### src/rtl/write_combine_buffer.sv
// Single-line write-combining buffer: merges byte-enabled 32-bit stores into one
// 256-bit line and drains it as a masked line write. Optional idle self-drain under WCB_IDLE_FLUSH_EN.
module write_combine_buffer #(
  parameter int unsigned IDLE_LIMIT = 16
) (
  input  logic         clk,
  input  logic         rst,
  input  logic         mem_write,
  input  logic [31:0]  mem_address,
  input  logic [31:0]  mem_wdata,
  input  logic [3:0]   mem_byte_enable,
  output logic         mem_resp,
  input  logic         flush,
  input  logic         rd_probe_valid,
  input  logic [31:0]  rd_probe_address,
  output logic         rd_stall,
  output logic         line_write,
  output logic [31:0]  line_address,
  output logic [255:0] line_wdata,
  output logic [31:0]  line_byte_mask,
  input  logic         line_resp,
  output logic         empty
);

  typedef enum logic [1:0] {EMPTY, FILL, DRAIN} state_t;

  state_t       state, state_next;
  logic [26:0]  tag;
  logic [31:0]  mask, mask_merged;
  logic [255:0] image, image_merged;
  logic [2:0]   word;
  logic         tag_hit;
  logic         idle_expire;
  logic         unused_low_bits;

  if (IDLE_LIMIT < 1 || IDLE_LIMIT > 255) begin : g_limit_check
    $error("write_combine_buffer: IDLE_LIMIT must be within 1..255");
  end

  assign word            = mem_address[4:2];
  assign tag_hit         = (mem_address[31:5] == tag);
  assign unused_low_bits = ^{mem_address[1:0], rd_probe_address[4:0]};

  // Buffered line image with the presented store overlaid on its enabled bytes.
  always_comb begin
    mask_merged  = mask;
    image_merged = image;
    for (int unsigned b = 0; b < 4; b++) begin
      if (mem_byte_enable[b]) begin
        mask_merged[{word, b[1:0]}]                = 1'b1;
        image_merged[{word, b[1:0], 3'b000} +: 8] = mem_wdata[{b[1:0], 3'b000} +: 8];
      end
    end
  end

`ifdef WCB_IDLE_FLUSH_EN
  logic [7:0] idle_cnt;

  always_ff @(posedge clk) begin
    if (rst || mem_resp || state_next != FILL) idle_cnt <= '0;
    else                                       idle_cnt <= idle_cnt + 8'd1;
  end

  assign idle_expire = (state == FILL) && !mem_resp && ((idle_cnt + 8'd1) == 8'(IDLE_LIMIT));
`else
  assign idle_expire = 1'b0;
`endif

  always_ff @(posedge clk) begin
    if (rst) state <= EMPTY;
    else     state <= state_next;
  end

  // A tag-hit store is merged before a same-cycle flush or idle expiry takes effect.
  always_comb begin
    state_next = state;
    case (state)
      EMPTY: if (mem_write && mem_byte_enable != '0) state_next = FILL;
      FILL: begin
        if (mem_write && !tag_hit)                   state_next = DRAIN;
        else if (mem_resp && mask_merged == '1)      state_next = DRAIN;
        else if (flush || idle_expire)               state_next = DRAIN;
      end
      DRAIN: if (line_resp) state_next = EMPTY;
      default: state_next = EMPTY;
    endcase
  end

  always_comb begin
    mem_resp = 1'b0;
    case (state)
      EMPTY:   mem_resp = mem_write;
      FILL:    mem_resp = mem_write & tag_hit;
      default: mem_resp = 1'b0;
    endcase
    line_write = (state == DRAIN);
    empty      = (state == EMPTY);
    rd_stall   = rd_probe_valid & (state != EMPTY) & (rd_probe_address[31:5] == tag);
  end

  always_ff @(posedge clk) begin
    if (rst) begin
      tag   <= '0;
      mask  <= '0;
      image <= '0;
    end else if (state == DRAIN) begin
      if (line_resp) begin
        mask  <= '0;
        image <= '0;
      end
    end else if (mem_resp && mem_byte_enable != '0) begin
      mask  <= mask_merged;
      image <= image_merged;
      if (state == EMPTY) tag <= mem_address[31:5];
    end
  end

  assign line_address   = {tag, 5'b0};
  assign line_wdata     = image;
  assign line_byte_mask = mask;

endmodule

### config.mk
export PLATFORM = sky130hd
export DESIGN_NAME = write_combine_buffer
export DESIGN_NICKNAME = d
export VERILOG_FILES = /design/src/rtl/write_combine_buffer.sv
export SDC_FILE = /design/constraint.sdc
export NUM_CORES = 1
export LEC_CHECK = 0
export CORE_UTILIZATION = 49
export CTS_BUF_LIST = sky130_fd_sc_hd__clkbuf_8
export CTS_CLUSTER_SIZE = 25
export DETAILED_ROUTE_END_ITERATION = 10
export GPL_ROUTABILITY_DRIVEN = 0
export HOLD_SLACK_MARGIN = 0.08
export PLACE_DENSITY = 0.82
export SLEW_MARGIN = 20
export SYNTH_ARGS = -nofsm -noshare
export SYNTH_HDL_FRONTEND = slang
export SYNTH_SLANG_ARGS = --single-unit
### constraint.sdc
create_clock -name clk -period 3.75 [get_ports clk]
set_input_delay 0.9375 -clock clk [delete_from_list [all_inputs] [get_ports clk]]
set_output_delay 0.9375 -clock clk [all_outputs]
set_load 0.01 [all_outputs]
* Word-level counts from Yosys, hierarchy flattened
Index checks and enable logic that the tools add are counted.
Word-level totals: register bits after elaboration 317, word-level logic and storage cells 89
Operators by class: add/sub/neg operators 4, order comparisons 8, equal/unequal tests 8, shift-type cells 8, mux-type cells 33, bitwise logic cells 8, reductions and logical operators 16
Operator list (number):
- $mux 256 | 7
- $bwmux 256 | 4
- $shift 8x10->256 const A | 4
- $shiftx 8x10->256 | 4
- $mux 32 | 7
- $eq 27x27->1 | 2
- $neg 8->10 | 4
- $eq 32x32->1 const B | 1
- $or 32x29->32 | 1
- $or 32x30->32 | 1
- $or 32x31->32 | 1
- $or 32x32->32 | 1
- $lt 5x6->1 const B | 4
- $ge 5x1->1 const B | 4
- $demux 1 s3 | 4
- $mux 2 | 5
- $logic_and 1x1->1 | 8
- $pmux 2 s3 | 1
- $reduce_and 3->1 | 2
- $mux 1 | 4
- $ne 2x1->1 const B | 2
- $ne 4x4->1 const B | 1
- $reduce_bool 2->1 | 2
- $reduce_bool 4->1 | 1
- 8 further kinds | 10

* Logic depth before layout (Yosys ltp)
depth after elaboration 17, gate-level depth with buffers 10, mapped depth without buffers 8

* Worst setup path after synthesis
No wires, ideal clock.
kind input-to-reg, from in mem_address[2], to reg image[64], in the netlist line_wdata[64], library setup time 72 ps, data arrival time 3349 ps, required time 3678 ps, slack 329 ps, stages on the path 9, cell sequence clkbuf_1 > inv_1 > ha_1 > ha_1 > clkbuf_1 > nand3b_1 > or3b_2 > a211oi_4 > mux2i_1
Between the ends: cells in the longest elaborated chain, start to end 12, elaborated cells on any way between the ends 22, those cells by class add/sub: 4; shift: 8; mux: 10
RTL lines:
- from (decl) | RTL line 9 | input logic [31:0] mem_address,
- $neg 8->10 | RTL line 51 | image_merged[{word, b[1:0], 3'b000} +: 8] = mem_wdata[{b[1:0], 3'b000} +: 8];
- $shiftx 8x10->256 or $shift 8x10->256 (tied branches) | RTL line 51
- $bwmux 256 | RTL line 51
- $mux 256 | RTL line 49 | if (mem_byte_enable[b]) begin
- $bwmux 256 | RTL line 51
- $mux 256 | RTL line 49
- $bwmux 256 | RTL line 51
- $mux 256 | RTL line 49
- $bwmux 256 | RTL line 51
- $mux 256 (*) | RTL line 49
- $mux 256 (*) | RTL line 111 | end else if (mem_resp && mem_byte_enable != '0) begin
- $mux 256 (*) | RTL line 106 | end else if (state == DRAIN) begin
- to (signal assigned) | RTL line 113 | image <= image_merged;
- to (decl) | RTL line 30 | logic [255:0] image, image_merged;
Mark *: on every way between the ends. The rest lies on a longest branch, timed or not. The select of a mux whose other input is x is not followed. A chain may end at the register's enable or synchronous reset.

* Worst setup path after layout
from in mem_address[11], to out mem_resp
Between the ends: cells in the longest elaborated chain, start to end 3
RTL lines:
- $eq 27x27->1 | RTL line 41 | assign tag_hit = (mem_address[31:5] == tag);
- $and 1x1->1 | RTL line 93 | FILL: mem_resp = mem_write & tag_hit;
- $pmux 1 s2 | RTL line 91 | case (state)
- to (decl) | RTL line 12 | output logic mem_resp,
Every way passes these cells.

==> results.py <==
metrics = {
    "critical_path": {
        "start_kind": "input port",
        "cp.arrival_ns": 2.69,
        "cp_max_fo": 2,
        "setup.worst_path.class": "input port to primary output",
        "cp-end-kind": "primary output",
        "r2r_cells": 9,
        "cp.required_ns": 2.81,
    },
    "logic_synthesis": {
        "synth-main-ff-cell": "dfxtp_1",
        "syn_inst": 1746,
        "ys_types": 44,
        "synth_edf_count": 0,
        "ys_seq_elements": 317,
        "synth-async-reset-ratio": 0,
        "syn-cell-area_um2": 14800,
        "yosysWarningCount": 0,
        "synth_area_leader_cell": "dfxtp_1",
        "synth_top_area_frac": 0.428,
        "synth.top_cells.by_area": "dfxtp_1, mux2i_1, nand2_1",
        "synth_seq_area_share": 0.428,
        "avgSynthCellArea_um2": 8.49,
    },
    "die": {
        "rows": 63,
        "initial_utilization": 0.499,
        "dieWidth_um": 176,
        "core_um2": 29700,
        "io_pins": 430,
        "dieArea_um2": 30900,
        "die_h_um": 176,
    },
    "global_routing": {
        "grtUsageTotal": 0.323,
        "grt_pass1_vias": 14300,
        "grt_pass1_wl_mm": 78.7,
        "grt_max_degree": 147,
        "overflow": 0,
        "antenna_found_initial": 1,
    },
    "sta": {
        "fmax_ghz": 0.276,
        "period_share": 0.968,
        "finalHoldViolCount": 0,
        "totalNegativeSetupSlack_ns": 0,
        "slew_viol_final": 0,
        "setup_violations": 0,
        "min_period_ns": 3.63,
        "tightest_slew_ns": 1.08,
        "slew_headroom": 0.280,
        "fin_skew_ns": 0.0233,
        "rsz0062_at_grt": "no",
    },
    "final_layout": {
        "antenna_cells": 0,
        "stdcell_count": 2604,
        "layout-drive-gt1-share": 0.0813,
        "design_area_um2": 20600,
        "syn_to_final_growth_pct": 39.3,
        "nNetsFinal": 2291,
        "mostFrequentLayoutCells": "clkdlybuf4s50_1, nand2_1, dfxtp_1",
        "mostFrequentLayoutCell": "clkdlybuf4s50_1",
    },
    "placement": {
        "dp_cells": 2515,
        "io_buffers": 417,
        "placed_area_um2": 19600,
        "dp_hpwl_mm": 37.5,
    },
    "route": {
        "wl_per_cell_um": 19.7,
        "ant_nets": 0,
        "via_per_inst": 5.59,
        "post-route-drc-count": 0,
        "first_iter_violations": 1330,
        "firstDrtPassIters": 6,
        "vias": 14600,
        "wl_mm": 51.2,
    },
    "power_and_ir_drop": {
        "p_sw_mw": 1.92,
        "clockPowerShare": 0.418,
        "pwr-share-seq": 0.467,
        "powerDensity_nw_per_um2": 357,
        "p_sw_frac": 0.260,
        "irDropWorstVdd_mv": 0.247,
        "p_leak_nw": 6.94,
        "combPwrFrac": 0.115,
        "p_int_mw": 5.46,
    },
    "clock_tree": {
        "cts_sinks": 317,
        "numCtsBuffers": 52,
        "post_cts_buffers": 0,
        "cts_root_buffer": "clkbuf_8",
        "clk_path_buf_depth": 3,
        "clock_latency_ns": 0.58,
        "hold_buffers": 0,
        "path_clk_slew_ns": 0.06,
        "cts_tree": "done",
        "h-tree-depth": 2,
    },
    "min_path": {
        "min_path_type": "register to register",
        "whs_path_depth": 2,
    },
    "status": {
        "status": "finished clean",
    },
    "flow_run": {
        "max_cap_viol_count": 0,
    },
}
==> synth_stat cells (2+ instances only) <==
cell      count
o21a_1        2
a31oi_1      12
nor2_4        9
ha_1          6
or3_1        76
a32o_1        5
inv_1         7
and3_1        8
nand3b_1      6
buf_4         7
clkbuf_1     78
buf_1        10
or3b_2        3
nand4_1      16
a21o_1        3
buf_6         3
nand3_1      29
o21ai_0     112
nor2b_1      34
nand2b_1    190
mux2i_1     184
a21oi_1     113
and2_1        2
xor2_1       19
nor3_1        3
a32oi_1       2
xnor2_1      35
a31o_2        8
dfxtp_1     317
nor4_1       14
nor2_1       42
nor3_4        9
buf_2         9
nand2_1     363
==> sequential cells by signal (all words and copies together) (netlist names) <==
name,cells
line_wdata,256
line_byte_mask,32
tag,27
state,2
==> cells by family (layout without fill, tap and decap cells) <==
family                   Yosys count  count (layout)  share of synthesized area
AO/OA/AOI/OAI                    263             263                     0.0973
XOR/XNOR                          54              54                     0.0319
adder cells (fa/ha/maj)            6               6                    0.00507
buffers and inverters            115             579                     0.0332
flip-flops                       317             317                      0.428
multiplexers                     184             184                      0.124
other                              1               5                   0.000253
AND/OR/NAND/NOR                  806             806                      0.280
==> timing repair <==
| action | 4_1_cts | 5_1_grt |
|---|---|---|
| pin swaps | 1 | 1 |
| endpoints found under the setup margin | 1 | 2 |
| resized for setup | 2 | 5 |
| hold endpoints to repair | 0 | 0 |
| gates cloned | 0 | 0 |
==> path summary, 6_finish.rpt <==
check                               startpoint                      endpoint  slack (ns)
setup / recovery               mem_address[11]                      mem_resp        0.12
hold reg to reg   line_wdata[192]$_SDFFE_PP0P_  line_wdata[192]$_SDFFE_PP0P_        0.47
hold / removal    line_wdata[192]$_SDFFE_PP0P_  line_wdata[192]$_SDFFE_PP0P_        0.47
setup reg to reg           tag[6]$_SDFFE_PP0P_    line_wdata[9]$_SDFFE_PP0P_        0.88
==> power groups by stage <==
stage | clock network (mW) | registers [mW] | logic (mW)
6_report | 3.08 | 3.44 | 0.849
5_1_grt | 3.26 | 3.44 | 0.901
4_1_cts | 3.12 | 3.44 | 0.834
3_5_place_dp | 0 | 3.51 | 0.830
3_3_place_gp | 0 | 3.51 | 0.815
2_1_floorplan | 0 | 3.52 | 0.450
==> metal layers <==
layer | GRT usage | up-vias | part of all wire
met5 | 0 | - | 0
met4 | 0.143 | 0 | 0.041
met3 | 0.0708 | 152 | 0.083
met2 | 0.527 | 710 | 0.46
met1 | 0.408 | 6937 | 0.41
li1 | - | 6753 | -
==> worst max-delay path, cell delays in order <==
cell and delay, ns:
clkdlybuf4s50_1 0.51, xnor2_1 0.14, nand4_1 0.17, nor4_2 0.37, buf_4 0.19, a21boi_4 0.05
nor2_1 0.14, clkbuf_2 0.18
==> stage by stage <==
step / util / setup slack [ns] / total power [mW] / hold slack [ns]
floorplan: - / 0.329 / 3.97 / 0.493
global placement: 0.658 / -0.247 / 4.33 / 0.456
detailed placement: 0.658 / -0.285 / 4.34 / 0.464
CTS: 0.694 / 0.0288 / 7.40 / 0.473
global route: 0.695 / 0.0268 / 7.61 / 0.489
finish: 0.695 / 0.120 / 7.37 / 0.472
==> layout make-up <==
cell class / count / area, um2
clock buffer: 69 / 950
timing repair buffer: 482 / 4670
clock inverter: 20 / 114
sequential: 317 / 6350
multi-input combinational: 1318 / 8040
fill: 2285 / 9070
tap: 390 / 488
inverter: 8 / 30.0
No activity file was read; power rests on OpenSTA's default activity.
